===== src/rtl/rhs_proc_pkg.sv =====
// Shared types, constants and helpers for the RHS2000 frame spike detector.
package rhs_proc_pkg;

  localparam int MAX_STREAMS = 32;
  localparam int IDX_W       = 5;

  localparam logic [63:0] MAGIC_DEF   = 64'h8d542c8a49712f0b;
  localparam logic [15:0] OFFSET_ZERO = 16'h8000;

  typedef enum logic [1:0] {HUNT, TS0, TS1, DATA} state_t;

  // Number of enabled streams in a mask.
  function automatic logic [IDX_W:0] popcount(input logic [MAX_STREAMS-1:0] m);
    logic [IDX_W:0] n;
    n = '0;
    for (int i = 0; i < MAX_STREAMS; i++) n = n + {{IDX_W{1'b0}}, m[i]};
    return n;
  endfunction

  // Lowest enabled index strictly above idx; wraps to the lowest enabled index.
  function automatic logic [IDX_W-1:0] next_enabled(input logic [MAX_STREAMS-1:0] mask,
                                                    input logic [IDX_W-1:0] idx);
    logic [IDX_W-1:0] r;
    r = '0;
    for (int i = MAX_STREAMS-1; i >= 0; i--)
      if (mask[i]) r = IDX_W'(i);
    for (int i = MAX_STREAMS-1; i >= 0; i--)
      if (mask[i] && i > int'(idx)) r = IDX_W'(i);
    return r;
  endfunction

endpackage


===== src/rtl/spike_refractory_unit.sv =====
// Per-stream hit accumulator, refractory counter and trigger gating.
module spike_refractory_unit #(
  parameter int REFRACT_W = 8
) (
  input  logic                 clk,
  input  logic                 reset,
  input  logic                 en,
  input  logic                 clr,
  input  logic                 smp_hit,
  input  logic                 fend,
  input  logic [REFRACT_W-1:0] refract,
  output logic                 trig
);

  logic                 hit_q;
  logic                 hit_f;
  logic [REFRACT_W-1:0] rcnt;

  // Include a hit on the final sample, which arrives together with fend.
  assign hit_f = hit_q | smp_hit;

  // Accumulate hits over a frame; at frame end fire or count down refractory.
  always_ff @(posedge clk) begin
    if (!reset) begin
      hit_q <= 1'b0;
      rcnt  <= '0;
      trig  <= 1'b0;
    end else begin
      trig <= 1'b0;
      if (clr)          hit_q <= 1'b0;
      else if (smp_hit) hit_q <= 1'b1;
      if (fend && en) begin
        if (hit_f && rcnt == '0) begin
          trig <= 1'b1;
          rcnt <= refract;
        end else if (rcnt != '0) begin
          rcnt <= rcnt - 1'b1;
        end
      end
    end
  end

endmodule


===== src/rtl/rhs_frame_spike_detector.sv =====
// Locks onto RHS2000 frame headers, demuxes samples per stream and raises
// per-stream spike triggers with a frame-counted refractory period.
module rhs_frame_spike_detector
  import rhs_proc_pkg::*;
#(
  parameter int          NUM_STREAMS = 8,
  parameter int          CHANNELS    = 16,
  parameter int          DATA_W      = 16,
  parameter logic [63:0] MAGIC       = MAGIC_DEF,
  parameter int          REFRACT_W   = 8,
  parameter int          ERR_W       = 8
) (
  input  logic                   clk,
  input  logic                   reset,
  input  logic                   in_valid,
  input  logic [DATA_W-1:0]      in_data,
  input  logic [NUM_STREAMS-1:0] data_stream_en,
  input  logic [DATA_W-1:0]      thresh,
  input  logic                   mode,
  input  logic [REFRACT_W-1:0]   refract,
  output logic [NUM_STREAMS-1:0] trig_stim,
  output logic                   frame_done,
  output logic [31:0]            timestamp,
  output logic                   locked,
  output logic [ERR_W-1:0]       sync_err
);

  localparam int CH_W = (CHANNELS > 1) ? $clog2(CHANNELS) : 1;

  state_t                 state_q, state_d;
  logic [1:0]             hdr_q, hdr_d;
  logic [IDX_W-1:0]       sptr_q, sptr_d, nxt;
  logic [CH_W-1:0]        ch_q, ch_d;
  logic [NUM_STREAMS-1:0] mask_q;
  logic [DATA_W-1:0]      thresh_q;
  logic                   mode_q;
  logic [REFRACT_W-1:0]   refract_q;
  logic [31:0]            ts_sh;
  logic [MAX_STREAMS-1:0] mask_ext;
  logic                   hdr_done, fend, err_inc, raw_hit, smp_ok;
  logic signed [DATA_W:0] v, t, av;

  // Widen the latched mask for the package helpers.
  always_comb begin
    mask_ext = '0;
    mask_ext[NUM_STREAMS-1:0] = mask_q;
  end

  // Offset-binary to signed, 17-bit compare so |min| cannot overflow.
  always_comb begin
    v       = {in_data[DATA_W-1] ^ 1'b1, in_data ^ DATA_W'(OFFSET_ZERO)};
    t       = {1'b0, thresh_q};
    av      = v[DATA_W] ? -v : v;
    raw_hit = mode_q ? (av >= t) : (v <= -t);
    smp_ok  = in_valid && (state_q == DATA) && raw_hit;
  end

  // Header hunt and frame walk: next state and frame events.
  always_comb begin
    state_d  = state_q;
    hdr_d    = hdr_q;
    sptr_d   = sptr_q;
    ch_d     = ch_q;
    hdr_done = 1'b0;
    fend     = 1'b0;
    err_inc  = 1'b0;
    nxt      = next_enabled(mask_ext, sptr_q);
    if (in_valid) begin
      case (state_q)
        HUNT: begin
          if (in_data == MAGIC[hdr_q*DATA_W +: DATA_W]) begin
            if (hdr_q == 2'd3) begin
              hdr_done = 1'b1;
              hdr_d    = 2'd0;
              state_d  = TS0;
            end else begin
              hdr_d = hdr_q + 2'd1;
            end
          end else begin
            err_inc = (hdr_q != 2'd0);
            hdr_d   = (in_data == MAGIC[DATA_W-1:0]) ? 2'd1 : 2'd0;
          end
        end
        TS0: state_d = TS1;
        TS1: begin
          if (popcount(mask_ext) == '0) begin
            fend    = 1'b1;
            state_d = HUNT;
          end else begin
            sptr_d  = next_enabled(mask_ext, '1);
            ch_d    = '0;
            state_d = DATA;
          end
        end
        DATA: begin
          sptr_d = nxt;
          // Wrapping back to the lowest enabled stream closes a channel row.
          if (nxt <= sptr_q) begin
            ch_d = ch_q + 1'b1;
            if (ch_q == CH_W'(CHANNELS-1)) begin
              fend    = 1'b1;
              state_d = HUNT;
            end
          end
        end
        default: state_d = HUNT;
      endcase
    end
  end

  // State, latched config, timestamp shadow and frame status outputs.
  always_ff @(posedge clk) begin
    if (!reset) begin
      state_q    <= HUNT;
      hdr_q      <= 2'd0;
      sptr_q     <= '0;
      ch_q       <= '0;
      mask_q     <= '0;
      thresh_q   <= '0;
      mode_q     <= 1'b0;
      refract_q  <= '0;
      ts_sh      <= '0;
      timestamp  <= '0;
      frame_done <= 1'b0;
      locked     <= 1'b0;
      sync_err   <= '0;
    end else begin
      state_q    <= state_d;
      hdr_q      <= hdr_d;
      sptr_q     <= sptr_d;
      ch_q       <= ch_d;
      frame_done <= fend;
      if (hdr_done) begin
        mask_q    <= data_stream_en;
        thresh_q  <= thresh;
        mode_q    <= mode;
        refract_q <= refract;
      end
      if (in_valid && state_q == TS0) ts_sh[15:0]  <= in_data[15:0];
      if (in_valid && state_q == TS1) ts_sh[31:16] <= in_data[15:0];
      // An empty frame ends on TS_HI itself, before the shadow holds it.
      if (fend) timestamp <= (state_q == TS1) ? {in_data[15:0], ts_sh[15:0]} : ts_sh;
      if (hdr_done)  locked <= 1'b1;
      else if (fend) locked <= 1'b0;
      if (err_inc && sync_err != '1) sync_err <= sync_err + 1'b1;
    end
  end

  for (genvar s = 0; s < NUM_STREAMS; s++) begin : g_lane
    logic hit_s;
    assign hit_s = smp_ok && (sptr_q == IDX_W'(s));
    spike_refractory_unit #(.REFRACT_W(REFRACT_W)) u_sru (
      .clk     (clk),
      .reset   (reset),
      .en      (mask_q[s]),
      .clr     (hdr_done),
      .smp_hit (hit_s),
      .fend    (fend),
      .refract (refract_q),
      .trig    (trig_stim[s])
    );
  end

endmodule


===== config.mk =====
export PLATFORM = sky130hd
export DESIGN_NAME = rhs_frame_spike_detector
export DESIGN_NICKNAME = d
export VERILOG_FILES = /design/src/rtl/rhs_proc_pkg.sv /design/src/rtl/spike_refractory_unit.sv /design/src/rtl/rhs_frame_spike_detector.sv
export SDC_FILE = /design/constraint.sdc
export NUM_CORES = 1
export LEC_CHECK = 0
export ABC_AREA = 1
export CORE_ASPECT_RATIO = 0.9
export CORE_MARGIN = 3
export CORE_UTILIZATION = 60
export CTS_CLUSTER_DIAMETER = 40
export DETAILED_ROUTE_END_ITERATION = 12
export MAX_ROUTING_LAYER = met4
export PLACE_DENSITY = 0.92
export SYNTH_ARGS = -nofsm -noshare
export SYNTH_HDL_FRONTEND = slang
export SYNTH_SLANG_ARGS = --single-unit

===== constraint.sdc =====
create_clock -name clk -period 9.2 [get_ports clk]
set_input_delay 1.84 -clock clk [delete_from_list [all_inputs] [get_ports clk]]
set_output_delay 1.84 -clock clk [all_outputs]
set_load 0.01 [all_outputs]

==> reports/qor.yml <==
die:
  die_h_um: 138
  core-area_um2: 18700
  rows: 47
  dieArea_um2: 21100
  io_pins: 102
  die_w_um: 153
  start_util_pct: 62.2
detailed_routing:
  vias_per_cell: 5.74
  dr_total_vias: 11400
  avgRoutedWirePerCell_um: 15.7
  drt_iter0_drc: 1068
  drtPass1Iterations: 6
  wirelength_mm: 31.2
  drcViolationCount: 0
  ant_nets: 0
worst_setup_path:
  crit_required_ns: 9.55
  end_kind: "flip-flop"
  r2r_cells: 17
  rr_startpoint: "mask_q[0]$_SDFFE_PN0P_"
  start_kind: "input pin"
  critPathKind: "in2reg"
  worstPathArrival_ns: 6.10
  critPathMaxFanout: 14
  reg2reg_slack_ns: 4.46
  rr_endpoint: "timestamp[18]$_SDFFE_PN0P_"
global_routing:
  grt_pass1_vias: 10400
  grtUsageTotal_pct: 29.3
  use_met1_pct: 39.0
  grt-ovfl-total: 0
  grt_antenna_before_repair: 0
  use_met3_pct: 6.59
  grt_max_degree: 81
  grt_pass1_wl_mm: 50.2
  gr-max-usage-layer: "met2"
  use_met2_pct: 44.5
power_and_ir_drop:
  clockPowerShare_pct: 42.2
  p_int_uw: 1350
  p_sw_uw: 571
  power_frac_comb_pct: 11.2
  power_frac_seq_pct: 46.6
  power_leakage_uw: 0.00583
  vdd_drop_max_uv: 135
  cellPowerDensity_nw_per_um2: 144
  swShare_pct: 29.8
clock_tree:
  root_buffer: "clkbuf_16"
  clock_latency_ns: 0.46
  clk_pin_slew_worst_paths_ns: 0.09
  htree_levels: 4
  cts_tree: "built"
  ctsResizeCount: 0
  post_cts_buffers: 0
  cts_inserted_buffers: 17
  cts_hold_buf: 0
  clock_sink_count: 198
  cts_buffer_depth: 2
cells_and_area:
  most-common-layout-cells: "276 x nand2_1, 223 x inv_1, 210 x nor2_1, 198 x dfxtp_1, 131 x a21oi_1"
  antennaDiodeCount: 0
  final_util_pct: 71.0
  syn2layout_area_growth_pct: 14.2
  fillCellCount: 1453
  final_common_cell: "nand2_1"
  drive_above_1_share_pct: 5.68
  layout.nets: 1840
synthesis:
  synthArstFlopShare_pct: 0
  ys_seq_area_share_pct: 34.1
  syn_inst: 1675
  synth_cell_type_count: 47
  synth_seq_cells: 198
  synth_edf_count: 0
  ys_warn_count: 0
  avgSynthCellArea_um2: 6.95
  synthesis.nets: 1786
  synth_area_um2: 11600
  ys.flop_type: "dfxtp_1"
placement:
  portBuffers: 101
  dp_hpwl_mm: 21.6
  place.gp.congestion: 1.01
  pre_cts_slack_ns: 3.23
sta:
  worst_pin_slew_ns: 1.10
  finalSetupTns_ns: 0
  fmax_mhz: 174
  final.setup_skew_ns: 0.0127
  hold_viol: 0
  rsz0062_at_grt: "false"
  slew_viol_final: 0
  period_needed_ns: 5.75
  fin_ws_ns: 3.45
  finalCritPeriodShare_pct: 62.4
  slew_headroom_pct: 26.4
  finalSetupViolCount: 0
hold_path:
  whs_path_depth: 2
  min_from: "ts_sh[8]$_SDFFE_PN0P_"
  hp-class: "reg2reg"
  min_to: "timestamp[8]$_SDFFE_PN0P_"
flow_run:
  maxCapViolCount: 0
status:
  outcome: "finished, final reports clean"
[stage by stage]
| step | cells | total power, uW | cell area, um2 | hold slack, ns |
|---|---|---|---|---|
| after global placement | 1955 | 1120 | 12600 | 0.440 |
| after CTS | 1987 | 1920 | 13300 | 0.460 |
| after detailed placement | 1955 | 1120 | 12600 | 0.447 |
| after floorplan | 1675 | 1040 | 11600 | 0.430 |
| after global routing | 1987 | 1980 | 13300 | 0.472 |
| final | 1987 | 1920 | 13300 | 0.457 |
[power groups by stage]
stage	registers, uW	logic (uW)	clock network [uW]
after floorplan	913	125	0
after global placement	912	207	0
after detailed placement	913	209	0
after CTS	893	212	811
after global routing	896	238	848
final	894	216	810
[cells in the mapped netlist, types with 2 or more instances]
| master | instances | area, um2 |
|---|---|---|
| nor4_1 | 10 | 62.6 |
| nand2_1 | 276 | 1040 |
| clkinv_2 | 2 | 10.0 |
| xor2_1 | 74 | 648 |
| clkbuf_1 | 34 | 128 |
| nand3b_1 | 3 | 22.5 |
| buf_6 | 4 | 45.0 |
| clkinv_1 | 6 | 22.5 |
| buf_4 | 8 | 60.1 |
| buf_1 | 4 | 15.0 |
| nand3_2 | 2 | 20.0 |
| nor2_1 | 210 | 788 |
| nand3_1 | 91 | 455 |
| a31oi_1 | 20 | 125 |
| inv_1 | 223 | 837 |
| ha_1 | 55 | 688 |
| a211oi_2 | 27 | 338 |
| o2111ai_1 | 2 | 17.5 |
| nand2_2 | 8 | 50.1 |
| nor3_1 | 42 | 210 |
| a211oi_1 | 6 | 45.0 |
| nand4_1 | 30 | 188 |
| dfxtp_1 | 198 | 3960 |
| o21ai_0 | 112 | 561 |
| a21o_1 | 2 | 15.0 |
| a21oi_1 | 131 | 656 |
| or2_1 | 2 | 12.5 |
| nor2_2 | 2 | 12.5 |
| inv_2 | 16 | 60.1 |
| o21ai_1 | 26 | 130 |
| fa_1 | 4 | 80.1 |
| buf_2 | 19 | 95.1 |
| o211ai_1 | 2 | 15.0 |
| xnor2_1 | 10 | 87.6 |
| a221oi_1 | 2 | 17.5 |
[cell families after synthesis]
logic type	Yosys count	share of synthesized area (%)
XOR/XNOR	84	6.32
buffers and inverters	317	11.0
adder cells (fa/ha/maj)	59	6.60
flip-flops	198	34.1
AND/OR/NAND/NOR	682	25.1
AO/OA/AOI/OAI	335	16.9
[worst max-delay path: stages]
cell and delay, ns:
clkdlybuf4s50_1 0.60, inv_1 0.27, ha_1 0.20, nand3_1 0.10
nor3_1 0.15, inv_1 0.07, nor2_1 0.12, nand3_1 0.09
nand2_1 0.12, o21ai_0 0.13, xor2_1 0.18, ha_1 0.34
nand3_1 0.10, nor3_1 0.21, nor2_1 0.10, a21oi_4 0.35
nand3_1 0.19, nand2_1 0.13, nand2_1 0.29, nand2_1 0.15
nand2_1 0.06, o21ai_0 0.20, inv_1 0.07
[area by class of cell]
cell class | instances | area [um2] | share of cell area [%]
Clock buffer | 17 | 425 | 3.20
Tap cell | 245 | 307 | 2.31
Sequential cell | 198 | 3960 | 29.8
Multi-Input combinational cell | 1160 | 6390 | 48.1
Clock inverter | 15 | 228 | 1.71
Timing Repair Buffer | 105 | 1040 | 7.80
Inverter | 247 | 931 | 7.01
[metal layers]
metal / routed length (um) / vias up
met5: 0 / -
met4: 748 / 0
met3: 2750 / 76
met2: 14100 / 551
met1: 13600 / 5202
li1: - / 5577
[state kept, by name (all words and copies together), names as in the netlist]
| signal | cells |
|---|---|
| sync_err | 8 |
| g_lane.u_sru.trig | 8 |
| mask_q | 8 |
| timestamp | 32 |
| mode_q | 1 |
| g_lane.u_sru.hit_q | 8 |
| ch_q | 4 |
| refract_q | 8 |
| thresh_q | 16 |
| locked | 1 |
| sptr_q | 3 |
| hdr_q | 2 |
| ts_sh | 32 |
| g_lane.u_sru.rcnt | 64 |
| state_q | 2 |
| frame_done | 1 |
[how the worst max path moves through the flow]
stage               start                                    to  slack, ns
4_1_cts        in_data[0]  g_lane[3].u_sru.rcnt[2]$_SDFFE_PN0P_       3.64
6_report       in_data[0]  g_lane[3].u_sru.rcnt[2]$_SDFFE_PN0P_       3.45
3_5_place_dp   in_data[0]  g_lane[0].u_sru.rcnt[2]$_SDFFE_PN0P_       3.23
5_1_grt        in_data[1]  g_lane[3].u_sru.rcnt[2]$_SDFFE_PN0P_       3.21
2_1_floorplan  in_data[0]  g_lane[7].u_sru.rcnt[5]$_SDFFE_PN0P_       4.55
3_3_place_gp   in_data[0]  g_lane[2].u_sru.rcnt[6]$_SDFFE_PN0P_       3.23
Power figures use the tool's default switching activity.
==> patch 1: new RTL, same flow settings <==
Register the inputs `in_valid`, `in_data`, `data_stream_en`, `thresh`, `mode` and `refract` before use. The logic sees them one clock later.
--- a/src/rtl/rhs_frame_spike_detector.sv
+++ b/src/rtl/rhs_frame_spike_detector.sv
@@ -29,2 +29,18 @@
 
+  logic in_valid_q;
+  logic [DATA_W-1:0] in_data_q;
+  logic [NUM_STREAMS-1:0] data_stream_en_q;
+  logic [DATA_W-1:0] thresh_r;
+  logic mode_r;
+  logic [REFRACT_W-1:0] refract_r;
+
+  always_ff @(posedge clk) begin
+    in_valid_q       <= in_valid;
+    in_data_q        <= in_data;
+    data_stream_en_q <= data_stream_en;
+    thresh_r         <= thresh;
+    mode_r           <= mode;
+    refract_r        <= refract;
+  end
+
   state_t                 state_q, state_d;
@@ -50,3 +66,3 @@
   always_comb begin
-    v       = {in_data[DATA_W-1] ^ 1'b1, in_data ^ DATA_W'(OFFSET_ZERO)};
+    v       = {in_data_q[DATA_W-1] ^ 1'b1, in_data_q ^ DATA_W'(OFFSET_ZERO)};
     t       = {1'b0, thresh_q};
@@ -54,3 +70,3 @@
     raw_hit = mode_q ? (av >= t) : (v <= -t);
-    smp_ok  = in_valid && (state_q == DATA) && raw_hit;
+    smp_ok  = in_valid_q && (state_q == DATA) && raw_hit;
   end
@@ -67,6 +83,6 @@
     nxt      = next_enabled(mask_ext, sptr_q);
-    if (in_valid) begin
+    if (in_valid_q) begin
       case (state_q)
         HUNT: begin
-          if (in_data == MAGIC[hdr_q*DATA_W +: DATA_W]) begin
+          if (in_data_q == MAGIC[hdr_q*DATA_W +: DATA_W]) begin
             if (hdr_q == 2'd3) begin
@@ -80,3 +96,3 @@
             err_inc = (hdr_q != 2'd0);
-            hdr_d   = (in_data == MAGIC[DATA_W-1:0]) ? 2'd1 : 2'd0;
+            hdr_d   = (in_data_q == MAGIC[DATA_W-1:0]) ? 2'd1 : 2'd0;
           end
@@ -133,11 +149,11 @@
       if (hdr_done) begin
-        mask_q    <= data_stream_en;
-        thresh_q  <= thresh;
-        mode_q    <= mode;
-        refract_q <= refract;
+        mask_q    <= data_stream_en_q;
+        thresh_q  <= thresh_r;
+        mode_q    <= mode_r;
+        refract_q <= refract_r;
       end
-      if (in_valid && state_q == TS0) ts_sh[15:0]  <= in_data[15:0];
-      if (in_valid && state_q == TS1) ts_sh[31:16] <= in_data[15:0];
+      if (in_valid_q && state_q == TS0) ts_sh[15:0]  <= in_data_q[15:0];
+      if (in_valid_q && state_q == TS1) ts_sh[31:16] <= in_data_q[15:0];
       // An empty frame ends on TS_HI itself, before the shadow holds it.
-      if (fend) timestamp <= (state_q == TS1) ? {in_data[15:0], ts_sh[15:0]} : ts_sh;
+      if (fend) timestamp <= (state_q == TS1) ? {in_data_q[15:0], ts_sh[15:0]} : ts_sh;
       if (hdr_done)  locked <= 1'b1;
Behaviour: not the same (Yosys sat finds a counterexample within 4 cycles, from zero or initial values and one cycle with reset low).
==> patch 1 against the original RTL <==
Final cell count is 2.1% higher; power is 33% higher; sequential share of layout area is 4.3 points higher; synthesized area is 7.7% higher; register-to-register slack worse by 540 ps; core utilization is 0.85 points higher; die area is 7.4% higher; setup slack better by 460 ps; hold slack better by 2.7 ps; sequential cell count is 50 higher; routed wire length is 0.34% higher; cell area is 9.5% higher; via count is 1.5% higher; sequential power is 26% higher; critical path type is now flip-flop to flip-flop; critical endpoint is now g_lane[7].u_sru.rcnt[1].
==> patch 1: results <==
metrics = {
    "clocking": {
        "cts-resized-gates": 0,
        "cts_max_path_buffers": 3,
        "post_cts_buffers": 0,
        "htreeDepth": 1,
        "numCtsBuffers": 29,
        "hold_buffers": 0,
        "cts-root-buf": "clkbuf_16",
        "clk_pin_slew_ps": 60,
        "clk_latency_ps": 560,
    },
    "detailed_routing": {
        "drcViolationCount": 0,
        "first_iter_violations": 1176,
        "firstDrtPassIters": 6,
        "routed_wl_mm": 31.3,
        "vias_per_cell": 5.71,
    },
    "synth": {
        "yosysUniqueCellTypes": 47,
        "synthMuxAreaShare_pct": 0,
        "synth_compound_area_share_pct": 15.9,
        "synthArstFlopShare_pct": 0,
        "synth-xor-area-share_pct": 5.45,
        "synthTopCellsByCount": "267 x nand2_1, 248 x dfxtp_1, 216 x inv_1",
        "yosysWarnings": 0,
        "ys_seq_area_share_pct": 39.6,
        "syn_nets": 1797,
        "synth_fa_ha_area_share_pct": 6.13,
        "synth.area.top_cells": "dfxtp_1 40%, nand2_1 8.0%, inv_1 6.5%",
    },
    "timing": {
        "clock-skew-final_ps": 14.8,
        "slew_headroom_pct": 29.9,
    },
    "worst_setup_path": {
        "r2r_slack_ps": 3920,
        "reg2reg_depth": 19,
        "rr_endpoint": "g_lane[7].u_sru.rcnt[1]",
        "arrival_ps": 5720,
        "crit_fanout": 65,
        "regToRegStartpoint": "mask_q[0]",
    },
    "placed_design": {
        "place_hpwl_mm": 20.7,
        "post-place-ws_ps": 4050,
        "io_buffers": 101,
        "finalWeightedCongestion": 0.930,
    },
    "outcome": {
        "outcome": "finished clean",
    },
    "layout": {
        "fillers": 1492,
        "layout.nets": 1863,
        "diodes": 0,
        "reg_top3": "g_lane.u_sru.rcnt x64, timestamp x32, ts_sh x32",
        "drive_above_1_share_pct": 6.93,
    },
    "power": {
        "netSwitchingPower_w": 0.000604,
        "ir_worst_vdd_mv": 0.171,
        "power_leakage_nw": 6.22,
    },
    "global_routing": {
        "grt_max_degree": 78,
        "grt.total_usage_pct": 28.2,
        "grt_pass1_vias": 10835,
        "grt_pass1_wl_mm": 51.6,
        "antenna_found_initial": 0,
    },
    "min_path": {
        "hold_path_startpoint": "ts_sh[6]",
        "hold_depth": 2,
        "min_path_type": "flip-flop to flip-flop",
        "hold-path-endpoint": "ts_sh[6]",
    },
}
patch 1: logic make-up after synthesis:
logic type,count (synthesis)
flops,248
simple gates,644
buf+inv,307
compound gates,350
xor+xnor,78
fa+ha+maj,59
patch 1: worst max-delay path by stage:
stage	startpoint	end	slack [ps]	cells after the start
after detailed placement	mask_q[0]	g_lane[7].u_sru.rcnt[3]	4050	19
final	mask_q[0]	g_lane[7].u_sru.rcnt[1]	3920	19
after global placement	mask_q[0]	g_lane[2].u_sru.rcnt[3]	4240	19
after global routing	mask_q[0]	g_lane[7].u_sru.rcnt[2]	3550	19
after CTS	mask_q[0]	g_lane[7].u_sru.rcnt[3]	4050	19
after floorplan	mask_q[0]	g_lane[4].u_sru.rcnt[1]	5390	19
patch 1: power by group through the flow:
stage	Clock (W)	Combinational, W	Sequential (W)
floorplan	0	0.000109	0.00115
global placement	0	0.000167	0.00115
detailed placement	0	0.000175	0.00115
CTS	0.00126	0.000177	0.00113
global route	0.00131	0.000199	0.00113
finish	0.00124	0.000181	0.00113
patch 1: area by class of cell:
| type | count | area share (%) |
|---|---|---|
| Sequential cell | 248 | 34.1 |
| Inverter | 237 | 6.13 |
| Timing Repair Buffer | 105 | 7.12 |
| Multi-Input combinational cell | 1131 | 43.2 |
| Clock buffer | 35 | 5.21 |
| Clock inverter | 18 | 2.01 |
| Tap cell | 255 | 2.19 |
patch 1: metal layers:
| layer | up-vias | share of wire [%] | GRT usage [%] |
|---|---|---|---|
| met5 | - | 0 | - |
| met2 | 544 | 46 | 45.3 |
| met3 | 103 | 8.2 | 3.73 |
| met4 | 0 | 3.5 | 9.60 |
| li1 | 5640 | - | - |
| met1 | 5293 | 42 | 36.7 |
patch 1: metrics by stage:
step | area, um2 | power, W | std cells | hold slack [ps]
2_1_floorplan | 12500 | 0.00125 | 1686 | 430
3_3_place_gp | 13500 | 0.00132 | 1976 | 443
3_5_place_dp | 13500 | 0.00133 | 1976 | 446
4_1_cts | 14500 | 0.00256 | 2029 | 461
5_1_grt | 14500 | 0.00264 | 2029 | 482
6_report | 14500 | 0.00255 | 2029 | 459
patch 1: critical path: stages (launching register included):
cell       delay [ps]
dfxtp_1           340
fa_1              540
inv_1              50
fa_1              490
fa_1              400
inv_1              60
ha_1              150
inv_1              50
fa_1              390
o31ai_1           270
o2111ai_1         200
or2_1             260
nand2_2           740
inv_2             370
nor2_1            280
nand2_2           180
inv_2             170
nand2_1            70
o21ai_1           120
inv_1              50
==> patch 2: new RTL, same flow settings <==
Without the edit above. Set the parameter `NUM_STREAMS` to 10 (it was 8).
--- a/src/rtl/rhs_frame_spike_detector.sv
+++ b/src/rtl/rhs_frame_spike_detector.sv
@@ -5,3 +5,3 @@
 #(
-  parameter int          NUM_STREAMS = 8,
+  parameter int          NUM_STREAMS = 10,
   parameter int          CHANNELS    = 16,
Interface: changed (resized data_stream_en and trig_stim); port bits go from 102 to 106. No check against the original RTL was run, so the function may have changed too.
==> patch 2 against the original RTL <==
Clock skew rose by 7.7 ps; highest routed layer unchanged; synthesized area rose by 13%; power increased by 21%; setup slack lost 37 ps; synthesized cell count rose by 13%; critical path depth is 3 lower; largest cell class unchanged; sequential cell count grew 23; cell area rose by 15%; clock power rose by 54%; fmax fell by 0.64%; routed wire length grew 14%.
==> patch 2: results <==
metrics = {
    "power": {
        "ir_worst_vdd_mv": 0.130,
        "powerSeq_w": 0.000959,
        "netSwitchingPower_w": 0.000564,
        "power-top-group": "the clock network",
    },
    "worst_setup_path": {
        "crit_family": "adder cells",
        "max_stage_delay_ps": 760,
        "crit_fanout": 65,
        "critPathKind": "flip-flop to flip-flop",
        "arrival_ps": 6190,
    },
    "global_routing": {
        "grt_pass1_wl_mm": 57.5,
        "met2_usage_pct": 45.6,
        "gr-usage-met1_pct": 41.1,
        "grt_pass1_vias": 11735,
        "grt_max_degree": 85,
    },
    "layout": {
        "seq_cell_count": 221,
        "reg_top3": "g_lane.u_sru.rcnt x80, timestamp x32, ts_sh x32",
        "layout.nets": 2062,
        "clkbuf_count": 38,
        "bufAreaShareNonClock_pct": 7.02,
        "signal_buffers": 108,
        "drive_above_1_share_pct": 6.50,
        "multi_input_area_share_pct": 47.5,
        "seqCellArea_um2": 4420,
        "clk_share_pct": 7.23,
    },
    "timing": {
        "worst_slack_ps": 3420,
    },
    "detailed_routing": {
        "routed_wl_mm": 35.5,
        "wl_met2_mm": 15.9,
        "wl_met1_mm": 15.6,
        "wl_met3_mm": 3.07,
    },
    "synth": {
        "synthTopCellsByCount": "325 x nand2_1, 255 x inv_1, 221 x dfxtp_1",
        "syn_nets": 2005,
    },
    "clocking": {
        "numCtsBuffers": 31,
        "clk_latency_ps": 570,
        "htreeDepth": 1,
        "cts_max_path_buffers": 3,
        "clk_pin_slew_ps": 70,
    },
    "placed_design": {
        "place_hpwl_mm": 24.2,
        "post-place-ws_ps": 3080,
    },
    "outcome": {
        "outcome": "finished clean",
    },
}
## patch 2: changes by cell type in the layout (fill, tap and decap cells not counted), sizes merged, moves of 4 or more
cell | unedited run | this run
o21ai | 138 | 126
nor3 | 43 | 38
clkdlybuf4s50 | 100 | 104
dfxtp | 198 | 221
nand2 | 285 | 352
clkinv | 15 | 8
clkbuf | 17 | 38
xnor2 | 10 | 14
nor2 | 212 | 222
nand3 | 93 | 137
a21oi | 132 | 159
nand4 | 30 | 38
inv | 247 | 276
## patch 2: worst paths after layout
| check | endpoint | cells past startpoint | slack [ps] |
|---|---|---|---|
| worst max-delay path | g_lane[0].u_sru.rcnt[6] | 20 | 3420 |
| worst min-delay path | timestamp[13] | 2 | 460 |
| worst max register to register | g_lane[0].u_sru.rcnt[6] | 20 | 3420 |
| worst min register to register | timestamp[13] | 2 | 460 |
## patch 2: metrics by stage
stage / util [%] / instance area [um2] / cells
floorplan: - / 13100 / 1888
global placement: 66.8 / 14100 / 2198
detailed placement: 66.8 / 14100 / 2198
CTS: 72.0 / 15200 / 2256
global route: 72.0 / 15200 / 2256
finish: 72.0 / 15200 / 2256
## patch 2: worst reg2reg max path: stages, from the launching register on
cell      delay [ps]
dfxtp_1          470
fa_1             510
fa_1             500
inv_1             50
fa_1             420
inv_1             70
ha_1             170
inv_1             60
fa_1             480
inv_1             50
nor2_1            90
o211ai_1         200
or2_1            290
nand2_2          760
inv_2            600
nor2_1           390
nand2_2          180
inv_2            160
nor2_1            60
nor2_1            90
nor2_1            40
## patch 2: cell families (layout without fill, tap and decap cells)
family,Yosys count,count (layout),share of synthesized area (%)
flip-flops,221,221,33.8
XOR/XNOR,87,87,5.82
adder cells (fa/ha/maj),63,63,6.36
buffers and inverters,354,436,11.1
AO/OA/AOI/OAI,354,354,14.8
AND/OR/NAND/NOR,809,809,28.2
